[config.mk]
export PLATFORM = sky130hd
export DESIGN_NAME = spi_dac_multi_flat
export DESIGN_NICKNAME = d
export VERILOG_FILES = /design/src/rtl/spi_dac_multi_if.sv /design/src/rtl/spi_dac_multi.sv /design/src/flat_wrapper.sv
export SDC_FILE = /design/constraint.sdc
export NUM_CORES = 1
export LEC_CHECK = 0
export BUFFER_PORTS_ARGS = -buffer_cell sky130_fd_sc_hd__buf_2
export CORE_MARGIN = 1
export CORE_UTILIZATION = 50
export DETAILED_ROUTE_END_ITERATION = 7
export PLACE_DENSITY = 0.72
export SYNTH_ARGS = -nofsm -noshare
export SYNTH_HDL_FRONTEND = slang
export SYNTH_SLANG_ARGS = --single-unit
[constraint.sdc]
create_clock -name clk -period 3.4 [get_ports clk]
set_clock_uncertainty 0.1 [all_clocks]
set_input_delay 0.51 -clock clk [delete_from_list [all_inputs] [get_ports clk]]
set_output_delay 0.51 -clock clk [all_outputs]
set_load 0.05 [all_outputs]
[src/rtl/spi_dac_multi_if.sv]
// Request/readback bus of the multi-channel SPI DAC writer.
// The master side requests writes and the slave side reports status and readback.
interface spi_dac_multi_if #(
    parameter int unsigned DATA_W = 16,
    parameter int unsigned NCH    = 4
);
    localparam int unsigned CH_W = (NCH > 1) ? $clog2(NCH) : 1;

    logic [NCH*DATA_W-1:0] ch_data;
    logic [NCH-1:0]        ch_mask;
    logic                  start;
    logic                  busy;
    logic                  done;
    logic [DATA_W-1:0]     rd_data;
    logic [CH_W-1:0]       rd_ch;
    logic                  rd_valid;

    modport master (
        output ch_data, ch_mask, start,
        input  busy, done, rd_data, rd_ch, rd_valid
    );

    modport slave (
        input  ch_data, ch_mask, start,
        output busy, done, rd_data, rd_ch, rd_valid
    );
endinterface

[src/rtl/spi_dac_multi.sv]
// Writes every masked channel to its own SPI DAC in ascending order, then pulses the
// shared LDAc once so all DAC outputs update together. SDO readback is captured per frame.
module spi_dac_multi #(
    parameter int unsigned DATA_W    = 16,
    parameter int unsigned NCH       = 4,
    parameter int unsigned CLK_DIV   = 3,
    parameter int unsigned LDAC_W    = 2,
    parameter int unsigned CS_GAP    = 2,
    parameter bit          MSB_FIRST = 1'b1
) (
    input  logic           clk,
    input  logic           rst_l,
    spi_dac_multi_if.slave bus,
    input  logic           SDO,
    output logic           SDI,
    output logic           SCK,
    output logic [NCH-1:0] CSn,
    output logic           LDAc,
    output logic           CLRn
);
    localparam int unsigned CH_W     = (NCH > 1) ? $clog2(NCH) : 1;
    localparam int unsigned BIT_W    = $clog2(DATA_W + 1);
    localparam int unsigned DIV_W    = $clog2(CLK_DIV + 1);
    localparam int unsigned WAIT_MAX = (CS_GAP > LDAC_W) ? CS_GAP : LDAC_W;
    localparam int unsigned WAIT_W   = $clog2(WAIT_MAX + 1);

    localparam logic [DIV_W-1:0]  DIV_LAST  = DIV_W'(CLK_DIV - 1);
    localparam logic [WAIT_W-1:0] GAP_LAST  = WAIT_W'(CS_GAP - 1);
    localparam logic [WAIT_W-1:0] LDAC_LAST = WAIT_W'(LDAC_W - 1);
    localparam logic [BIT_W-1:0]  BIT_LAST  = BIT_W'(DATA_W);

    typedef enum logic [2:0] {
        StIdle, StSelect, StCsSetup, StShift, StCsHold, StGap, StLdac, StDone
    } state_e;

    state_e                state_q;
    logic [NCH*DATA_W-1:0] data_q;
    logic [NCH-1:0]        mask_q;
    logic [CH_W-1:0]       ch_q;
    logic [DATA_W-1:0]     tx_q;
    logic [DATA_W-1:0]     rx_q;
    logic [BIT_W-1:0]      bit_cnt_q;
    logic [DIV_W-1:0]      div_cnt_q;
    logic [WAIT_W-1:0]     wait_cnt_q;

    logic [CH_W-1:0]   sel_ch;
    logic [DATA_W-1:0] sel_word;
    logic [DATA_W-1:0] tx_shift;
    logic [DATA_W-1:0] rx_next;
    logic              first_bit;
    logic              next_bit;
    logic              div_end;

    assign CLRn = rst_l;

    always_comb begin
        sel_ch = '0;
        // Scan downwards so the lowest set bit wins.
        for (int i = int'(NCH) - 1; i >= 0; i--) begin
            if (mask_q[i]) sel_ch = CH_W'(i);
        end
        sel_word  = data_q[sel_ch*DATA_W +: DATA_W];
        first_bit = MSB_FIRST ? sel_word[DATA_W-1] : sel_word[0];
        tx_shift  = MSB_FIRST ? {tx_q[DATA_W-2:0], 1'b0} : {1'b0, tx_q[DATA_W-1:1]};
        next_bit  = MSB_FIRST ? tx_shift[DATA_W-1] : tx_shift[0];
        rx_next   = MSB_FIRST ? {rx_q[DATA_W-2:0], SDO} : {SDO, rx_q[DATA_W-1:1]};
        div_end   = (div_cnt_q == DIV_LAST);
    end

    always_ff @(posedge clk or negedge rst_l) begin
        if (!rst_l) begin
            state_q      <= StIdle;
            data_q       <= '0;
            mask_q       <= '0;
            ch_q         <= '0;
            tx_q         <= '0;
            rx_q         <= '0;
            bit_cnt_q    <= '0;
            div_cnt_q    <= '0;
            wait_cnt_q   <= '0;
            SDI          <= 1'b0;
            SCK          <= 1'b0;
            CSn          <= '1;
            LDAc         <= 1'b1;
            bus.busy     <= 1'b0;
            bus.done     <= 1'b0;
            bus.rd_data  <= '0;
            bus.rd_ch    <= '0;
            bus.rd_valid <= 1'b0;
        end else begin
            bus.done     <= 1'b0;
            bus.rd_valid <= 1'b0;
            unique case (state_q)
                StIdle: begin
                    if (bus.start) begin
                        data_q   <= bus.ch_data;
                        mask_q   <= bus.ch_mask;
                        // An empty request only shows busy in its done cycle.
                        bus.busy <= |bus.ch_mask;
                        state_q  <= StSelect;
                    end
                end
                StSelect: begin
                    if (mask_q == '0) begin
                        bus.busy <= 1'b1;
                        bus.done <= 1'b1;
                        state_q  <= StDone;
                    end else begin
                        ch_q           <= sel_ch;
                        mask_q[sel_ch] <= 1'b0;
                        CSn            <= ~(NCH'(1) << sel_ch);
                        tx_q           <= sel_word;
                        SDI            <= first_bit;
                        div_cnt_q      <= '0;
                        state_q        <= StCsSetup;
                    end
                end
                StCsSetup: begin
                    if (div_end) begin
                        div_cnt_q <= '0;
                        SCK       <= 1'b1;
                        rx_q      <= rx_next;
                        bit_cnt_q <= BIT_W'(1);
                        state_q   <= StShift;
                    end else begin
                        div_cnt_q <= div_cnt_q + DIV_W'(1);
                    end
                end
                StShift: begin
                    if (div_end) begin
                        div_cnt_q <= '0;
                        if (SCK) begin
                            SCK <= 1'b0;
                            if (bit_cnt_q != BIT_LAST) begin
                                tx_q <= tx_shift;
                                SDI  <= next_bit;
                            end
                        end else if (bit_cnt_q == BIT_LAST) begin
                            state_q <= StCsHold;
                        end else begin
                            SCK       <= 1'b1;
                            rx_q      <= rx_next;
                            bit_cnt_q <= bit_cnt_q + BIT_W'(1);
                        end
                    end else begin
                        div_cnt_q <= div_cnt_q + DIV_W'(1);
                    end
                end
                StCsHold: begin
                    if (div_end) begin
                        div_cnt_q    <= '0;
                        CSn          <= '1;
                        SDI          <= 1'b0;
                        bus.rd_data  <= rx_q;
                        bus.rd_ch    <= ch_q;
                        bus.rd_valid <= 1'b1;
                        wait_cnt_q   <= '0;
                        state_q      <= StGap;
                    end else begin
                        div_cnt_q <= div_cnt_q + DIV_W'(1);
                    end
                end
                StGap: begin
                    if (wait_cnt_q == GAP_LAST) begin
                        wait_cnt_q <= '0;
                        if (mask_q != '0) begin
                            state_q <= StSelect;
                        end else begin
                            LDAc    <= 1'b0;
                            state_q <= StLdac;
                        end
                    end else begin
                        wait_cnt_q <= wait_cnt_q + WAIT_W'(1);
                    end
                end
                StLdac: begin
                    if (wait_cnt_q == LDAC_LAST) begin
                        wait_cnt_q <= '0;
                        LDAc       <= 1'b1;
                        bus.done   <= 1'b1;
                        state_q    <= StDone;
                    end else begin
                        wait_cnt_q <= wait_cnt_q + WAIT_W'(1);
                    end
                end
                StDone: begin
                    bus.busy <= 1'b0;
                    state_q  <= StIdle;
                end
                default: state_q <= StIdle;
            endcase
        end
    end
endmodule

[src/flat_wrapper.sv]
// flat-port wrapper written by rule: the top's interface ports become plain ports
module spi_dac_multi_flat 
#(
    parameter int unsigned DATA_W    = 16,
    parameter int unsigned NCH       = 4,
    parameter int unsigned CLK_DIV   = 3,
    parameter int unsigned LDAC_W    = 2,
    parameter int unsigned CS_GAP    = 2,
    parameter bit          MSB_FIRST = 1'b1
)
  (clk, rst_l, SDO, SDI, SCK, CSn, LDAc, CLRn, bus_ch_data, bus_ch_mask, bus_start, bus_busy, bus_done, bus_rd_data, bus_rd_ch, bus_rd_valid);
  spi_dac_multi_if #(.DATA_W(DATA_W), .NCH(NCH)) bus_i ();
  input  logic clk;
  input  logic rst_l;
  input  logic SDO;
  output logic SDI;
  output logic SCK;
  output logic [NCH-1:0] CSn;
  output logic LDAc;
  output logic CLRn;
  input wire logic [$bits(bus_i.ch_data)-1:0] bus_ch_data;
  input wire logic [$bits(bus_i.ch_mask)-1:0] bus_ch_mask;
  input wire logic [$bits(bus_i.start)-1:0] bus_start;
  output wire logic [$bits(bus_i.busy)-1:0] bus_busy;
  output wire logic [$bits(bus_i.done)-1:0] bus_done;
  output wire logic [$bits(bus_i.rd_data)-1:0] bus_rd_data;
  output wire logic [$bits(bus_i.rd_ch)-1:0] bus_rd_ch;
  output wire logic [$bits(bus_i.rd_valid)-1:0] bus_rd_valid;
  assign bus_i.ch_data = bus_ch_data;
  assign bus_i.ch_mask = bus_ch_mask;
  assign bus_i.start = bus_start;
  assign bus_busy = bus_i.busy;
  assign bus_done = bus_i.done;
  assign bus_rd_data = bus_i.rd_data;
  assign bus_rd_ch = bus_i.rd_ch;
  assign bus_rd_valid = bus_i.rd_valid;
  spi_dac_multi #(.DATA_W(DATA_W), .NCH(NCH), .CLK_DIV(CLK_DIV), .LDAC_W(LDAC_W), .CS_GAP(CS_GAP), .MSB_FIRST(MSB_FIRST)) u_core (.clk(clk), .rst_l(rst_l), .bus(bus_i), .SDO(SDO), .SDI(SDI), .SCK(SCK), .CSn(CSn), .LDAc(LDAc), .CLRn(CLRn));
endmodule
# --- Word level (Yosys, flattened, before mapping) ---
# Index checks and enable logic that the tools add are counted.
totals:
  register_bits: 141
op_classes:
  n_lt_le_gt_ge: 2
  shift: 2
  n_addsub: 3
  n_reduce_logical: 30
  n_mux: 67
  n_eq_ne: 25
  n_bitwise: 4
ops:
  columns: ["op", "n"]
  rows:
  - ["16-bit 2-to-1 mux", 4]
  - ["64-bit by 7-bit indexed part select with 16-bit output", 1]
  - ["15-bit 2-to-1 mux", 4]
  - ["16-bit one-hot mux with 2 select lines", 1]
  - ["3-bit 2-to-1 mux", 10]
  - ["15-bit one-hot mux with 2 select lines", 1]
  - ["3-bit one-hot mux with 8 select lines", 1]
  - ["5-bit 2-to-1 mux", 4]
  - ["1-bit 2-to-1 mux", 19]
  - ["2-bit by 1-bit != test with 1-bit output, second input constant", 9]
  - ["2-bit 2-to-1 mux", 8]
  - ["4-bit 2-to-1 mux", 4]
  - ["4-bit one-hot mux with 2 select lines", 2]
  - ["2-bit nonzero test", 7]
  - ["3-bit == test, second input constant", 4]
  - ["3-bit AND reduction", 4]
  - ["2-bit != test, second input constant", 5]
  - ["5-bit one-hot mux with 2 select lines", 1]
  - ["2-bit AND reduction", 5]
  - ["5-bit AND reduction", 2]
  - ["4-bit inverter", 2]
  - ["2-bit one-hot mux with 2 select lines", 2]
  - ["8-bit AND reduction", 1]
  - ["3-bit by 2-bit == test with 1-bit output, second input constant", 2]
  - ["25 further kinds", 30]

# --- Logic depth before layout (Yosys ltp) ---
logic_depth:
  word_depth: 12
  depth_mapped: 7
  ltp_nobuf: 6

# --- Worst setup path after synthesis ---
# No wires, ideal clock.
synth_timing:
  path_kind: "register to register"
  start: "register u_core.bit_cnt_q[0]"
  end: "register u_core.tx_q[10]"
  stages_incl_launch_ff: 8
  required_ns: 3.175
  path_slack_ns: 1.408
  arrival_time_ns: 1.768
  cell_sequence: "dfrtp_1 > inv_1 > ha_1 > nor4bb_2 > o32ai_1 > nand3_2 > buf_6 > mux2_2"
synth_via:
  elab_chain_len: 3
synth_rtl:
  columns: ["element", "line", "source"]
  rows:
  - ["start: declaration", "spi_dac_multi.sv:42", "logic [BIT_W-1:0] bit_cnt_q;"]
  - ["start signal: assignment", "spi_dac_multi.sv:143", "bit_cnt_q <= bit_cnt_q + BIT_W'(1);"]
  - ["5-bit != test", "spi_dac_multi.sv:134", "if (bit_cnt_q != BIT_LAST) begin"]
  - ["2-bit by 1-bit != test with 1-bit output (no source line)", null, null]
  - ["5-bit AND reduction (no source line)", null, null]
  - ["end signal: assignment", "spi_dac_multi.sv:112", "tx_q <= sel_word;"]
  - ["end signal: assignment", "spi_dac_multi.sv:135", "tx_q <= tx_shift;"]
  - ["end: declaration", "spi_dac_multi.sv:40", "logic [DATA_W-1:0] tx_q;"]
# Every way passes these cells.
# A chain may end at the register's enable or synchronous reset.

# --- Worst setup path after layout ---
layout_timing:
  start: "register u_core.state_q[1]"
  end: "register u_core.bit_cnt_q[2]"
layout_via:
  elab_chain_len: 3
  elab_cells_between_ends: 9
  classes_between: "6 x eq/ne; 1 x mux; 2 x reduce/logical"
layout_rtl:
  columns: ["element", "line", "source"]
  rows:
  - ["start: declaration", "spi_dac_multi.sv:36", "state_e state_q;"]
  - ["start signal: assignment", "spi_dac_multi.sv:72", "state_q <= StIdle;"]
  - ["start signal: assignment", "spi_dac_multi.sv:100", "state_q <= StSelect;"]
  - ["start signal: assignment", "spi_dac_multi.sv:107", "state_q <= StDone;"]
  - ["3-bit by 2-bit == test with 1-bit output", "spi_dac_multi.sv:93", "unique case (state_q)"]
  - ["2-bit != test (no source line), or another cell as far along", null, null]
  - ["5-bit AND reduction (no source line)", null, null]
# Parallel ways exist; a longest one is shown, timed or not.

==> reports/metrics.sh <==
POWER.COMBINATIONAL.FRACTION_PCT=35.2
SLEW-LIMIT-HEADROOM_PCT=37.0
TOP_CELLS_BY_INSTANCE_COUNT_AFTER_SYNTHESIS='sky130_fd_sc_hd__dfrtp_1 (136), sky130_fd_sc_hd__mux2_2 (91), sky130_fd_sc_hd__o21ai_0 (31), sky130_fd_sc_hd__nand2_1 (30), sky130_fd_sc_hd__a21oi_1 (25)'
SYNTH_WARNINGS=0
WORST_SKEW_PAIR_LATENCY_NS=0.42
ANTENNA_CELLS=0
TRITONCTS_NUM_SINKS=141
YOSYSSEQAREASHARE_PCT=54.0
ESTIMATED_WIRELENGTH_OF_THE_DETAIL_PLACED_DESIGN_MM=9.59
CLOCK_POWER_SHARE_PCT=26.5
VIA_PER_INST=5.62
POST-CTS-SETUP-BUFFERS=0
SYNTH_EDF_COUNT=0
GLOBALPLACE.CONGESTION=0.847
FINALSETUPTNS_NS=0
INITIAL_UTILIZATION_PCT=51.7
TRITONCTS='done'
PERIOD_SHARE_PCT=71.7
CRITICAL_PATH_LAUNCH_POINT_TYPE='flip-flop'
PORT_BUFFERS=100
P_SW_SHARE_PCT=34.9
FP.DIEAREA_MM2=0.0136
CRITICAL_PATH.MAX_STAGE_DELAY_NS=0.60
REQUIRED_NS=3.63
DIE_W_UM=116
P_INT_mW=4.77
FILLERINSTANCES=1021
WORST_IR_DROP_ON_VDD_mV=0.580
SYNTH.LIB_CELLS_USED.DISTINCT=62
ANTENNA_FOUND_INITIAL=0
SYN2LAYOUT_AREA_GROWTH_PCT=18.9
LEAKAGE_POWER_nW=3.64
SYNTH_AREA_PER_CELL_UM2=12.2
CTS.HOLD.BUFFERS_ADDED=0
POST_SYNTH_FA_HA_MAJ_AREA_FRACTION_PCT=0.382
CORE_REGION_AREA_MM2=0.0127
VIA_COUNT=4560
CTS_MADE_BUFFERS=17
GRT_PASS1_VIAS=4616
TRACK_USAGE_PCT=23.0
YOSYS_REGISTER_BITS=141
CRITPATHMOSTFREQUENTCELL='sky130_fd_sc_hd__buf_4'
TOTAL_SWITCHING_POWER_mW=2.56
DR.PASS1.ITERS=4
POSTCTSRESIZEDCELLS=0
POSTSYNTH.TOPFLOPCELL='sky130_fd_sc_hd__dfrtp_1'
SYNTH_TOP_CELL_AREA_SHARE_PCT=52.0
CLOCK_PIN_SLEW_ON_THE_WORST_SETUP_AND_HOLD_PATHS_NS=0.06
TOTAL_STANDARD_CELL_AREA_AFTER_SYNTHESIS_MM2=0.00655
FINAL_HOLD_VIOL_COUNT=0
H_TREE_LEVEL_COUNT=4
POWER-PER-CELL-AREA_mW_PER_MM2=942
GRT_FIRST_PASS_WIRELENGTH_MM=23.2
FINAL-MAX-SLEW-VIOLATION-COUNT=0
ANT_NETS=0
TIMING.FINAL.CRIT_PERIOD_NS=2.44
POST_SYNTH_XOR_XNOR_AREA_PCT=0.401
POSTSYNTH.ASYNCRESETSHARE_PCT=100
WORSTSETUPENDPOINTTYPE='flip-flop'
ARRIVAL_NS=2.67
SYNTHTOPCELLSBYAREA='sky130_fd_sc_hd__dfrtp_1 (52%), sky130_fd_sc_hd__mux2_2 (16%), sky130_fd_sc_hd__mux2_4 (3.4%), sky130_fd_sc_hd__o21ai_0 (2.4%), sky130_fd_sc_hd__dfstp_2 (2.0%)'
FMAXACHIEVABLE_GHz=0.410
GRT_MAX_DEGREE=142
YOSYS.AREA.TOP_TYPE='sky130_fd_sc_hd__dfrtp_1'
SYNTH_SIMPLE_GATE_AREA_SHARE_PCT=9.25
PATH_CELLS='buf_4, nand4bb_1, a221o_1, buf_4, or3_1, a21oi_1'
SLOWEST_STAGE='sky130_fd_sc_hd__dfrtp_1'
MAPPEDNETLISTNETS=610
ROWS=41
WORST_PIN_SLEW_NS=0.944
OUTCOME='complete, no violations'
POWER.SHARE.SEQUENTIAL_PCT=38.4
LAYOUT.NETS=701
CTS_BUFFER_DEPTH=2
CRIT_TYPE='flip-flop to flip-flop'
IO_PINS=101
WORSTHOLDPATHTYPE='input pin to asynchronous set/reset pin'
SYNTH.MOST_COMMON_CELL='sky130_fd_sc_hd__dfrtp_1'
COMPOUND_GATE_PORTION_OF_THE_SYNTHESIZED_AREA_PCT=11.5
DRT_ITER0_MARKERS=245
DRCVIOLATIONCOUNT=0
SYNTH_TOP_FAMILY_BY_AREA='multiplexers'
GRT_SETUP_UNREPAIRED='false'
POWER.TOTAL_mW=7.33
OVERFLOW=0
SETUP-VIOLATIONS-FINAL=0
FP.DIEH_UM=116
WL_PER_CELL_UM=17.5
CELL_COUNT_AFTER_SYNTHESIS=536
MAX-CAP-VIOLATIONS=0
PROPORTION_OF_LAYOUT_CELLS_WITH_A_DRIVE_SUFFIX_ABOVE_1_PCT=40.6
SYNTH.MUX.AREA_FRACTION_PCT=20.6
ROOT_BUFFER_CELL='sky130_fd_sc_hd__clkbuf_16'
ROUTE.FINAL.WIRE_LENGTH_MM=14.2
WORSTPATHMAXFANOUT=21
## metrics by stage
step,hold WS (ns),cell area (um2),utilization [%],worst slack (ns),std cells
final,0.0619,7780,61.4,0.963,812
after global routing,0.142,7780,61.4,0.815,812
after CTS,0.169,7780,61.4,1.00,812
after detailed placement,0.371,7160,56.5,1.04,780
after global placement,0.368,7160,56.5,1.11,780
after floorplan,0.114,6550,-,1.41,536
## cell families (layout without fill, tap and decap cells)
group	Yosys count	count (layout)
DFF	141	141
xor gates and xnor gates	3	3
adders and majority gates	2	2
buffers and inverters	49	153
AOI/OAI and AO/OA	118	118
muxes	115	115
and+or+nand+nor	108	108
## cells in the final DEF, fill, tap and decap left out, types with 2 or more instances in the layout
| cell type | count |
|---|---|
| sky130_fd_sc_hd__o32ai_1 | 2 |
| sky130_fd_sc_hd__or3_1 | 2 |
| sky130_fd_sc_hd__nor3_1 | 3 |
| sky130_fd_sc_hd__and3_1 | 2 |
| sky130_fd_sc_hd__nand3b_1 | 17 |
| sky130_fd_sc_hd__clkinv_2 | 6 |
| sky130_fd_sc_hd__xnor2_1 | 2 |
| sky130_fd_sc_hd__a21o_1 | 16 |
| sky130_fd_sc_hd__nand2b_1 | 5 |
| sky130_fd_sc_hd__inv_1 | 9 |
| sky130_fd_sc_hd__o21ai_0 | 31 |
| sky130_fd_sc_hd__o31ai_1 | 3 |
| sky130_fd_sc_hd__clkbuf_8 | 2 |
| sky130_fd_sc_hd__a32o_1 | 2 |
| sky130_fd_sc_hd__o221ai_1 | 2 |
| sky130_fd_sc_hd__nand3_1 | 5 |
| sky130_fd_sc_hd__nand2_1 | 30 |
| sky130_fd_sc_hd__a21oi_1 | 25 |
| sky130_fd_sc_hd__dfrtp_1 | 136 |
| sky130_fd_sc_hd__bufinv_16 | 4 |
| sky130_fd_sc_hd__a2bb2oi_1 | 4 |
| sky130_fd_sc_hd__mux2_1 | 6 |
| sky130_fd_sc_hd__ha_1 | 2 |
| sky130_fd_sc_hd__buf_12 | 2 |
| sky130_fd_sc_hd__a31oi_1 | 16 |
| sky130_fd_sc_hd__nor2_1 | 24 |
| sky130_fd_sc_hd__buf_4 | 9 |
| sky130_fd_sc_hd__mux2_2 | 91 |
| sky130_fd_sc_hd__a22o_1 | 4 |
| sky130_fd_sc_hd__clkinv_4 | 2 |
| sky130_fd_sc_hd__mux2_4 | 15 |
| sky130_fd_sc_hd__mux2i_1 | 3 |
| sky130_fd_sc_hd__clkbuf_16 | 17 |
| sky130_fd_sc_hd__o21a_1 | 2 |
| sky130_fd_sc_hd__nor2b_1 | 5 |
| sky130_fd_sc_hd__dfstp_2 | 5 |
| sky130_fd_sc_hd__buf_2 | 99 |
## critical path: cells and delay by family (launching register included)
| kind | cells | cell delay (ns) |
|---|---|---|
| AND/OR/NAND/NOR | 2 | 0.64 |
| AO/OA/AOI/OAI | 2 | 0.52 |
| buffers and inverters | 2 | 0.49 |
| flip-flops | 1 | 0.60 |
## registers in the layout (all words and copies together) (netlist names)
| signal | flops |
|---|---|
| u_core.CSn | 4 |
| u_core.LDAc | 1 |
| u_core.SCK | 1 |
| u_core.SDI | 1 |
| u_core.bit_cnt_q | 5 |
| u_core.bus.busy | 1 |
| u_core.bus.done | 1 |
| u_core.bus.rd_ch | 2 |
| u_core.bus.rd_data | 16 |
| u_core.bus.rd_valid | 1 |
| u_core.ch_q | 2 |
| u_core.data_q | 64 |
| u_core.div_cnt_q | 2 |
| u_core.mask_q | 4 |
| u_core.rx_q | 16 |
| u_core.state_q | 3 |
| u_core.tx_q | 15 |
| u_core.wait_cnt_q | 2 |
## final timing paths
path	end	slack, ns	start	cells after the start
max in group asynchronous	u_core.bit_cnt_q[3]	2.50	rst_l	2
worst max register to register	u_core.bit_cnt_q[2]	0.96	u_core.state_q[1]	6
worst min-delay path	u_core.bit_cnt_q[0]	0.06	rst_l	2
min in group clk	u_core.data_q[41]	0.22	bus_ch_data[41]	2
worst min register to register	u_core.ch_q[0]	0.37	u_core.ch_q[0]	2
worst max-delay path	u_core.bit_cnt_q[2]	0.96	u_core.state_q[1]	6
## power by group through the flow
| stage | Combinational (mW) | Sequential, mW | Clock, mW |
|---|---|---|---|
| 2_1_floorplan | 1.89 | 2.83 | 0 |
| 3_3_place_gp | 2.46 | 2.80 | 0 |
| 3_5_place_dp | 2.56 | 2.83 | 0 |
| 4_1_cts | 2.60 | 2.81 | 1.98 |
| 5_1_grt | 2.81 | 2.90 | 2.06 |
| 6_report | 2.58 | 2.81 | 1.94 |
## cell type report
cell class	instances	area, um2	area share, %
Clock buffer	20	457	5.87
Clock inverter	12	168	2.15
Inverter	10	37.5	0.482
Multi-Input combinational cell	346	2760	35.4
Sequential cell	141	3530	45.4
Tap cell	172	215	2.77
Timing Repair Buffer	111	614	7.89
## layer usage
| layer | track usage (%) | wire, um | vias to the layer above |
|---|---|---|---|
| met4 | 7.78 | 204 | 0 |
| met1 | 27.5 | 5790 | 2279 |
| met3 | 7.52 | 886 | 20 |
| met5 | 0 | 0 | - |
| met2 | 39.1 | 7360 | 148 |
| li1 | - | - | 2113 |
No activity file was read; power rests on OpenSTA's default activity.
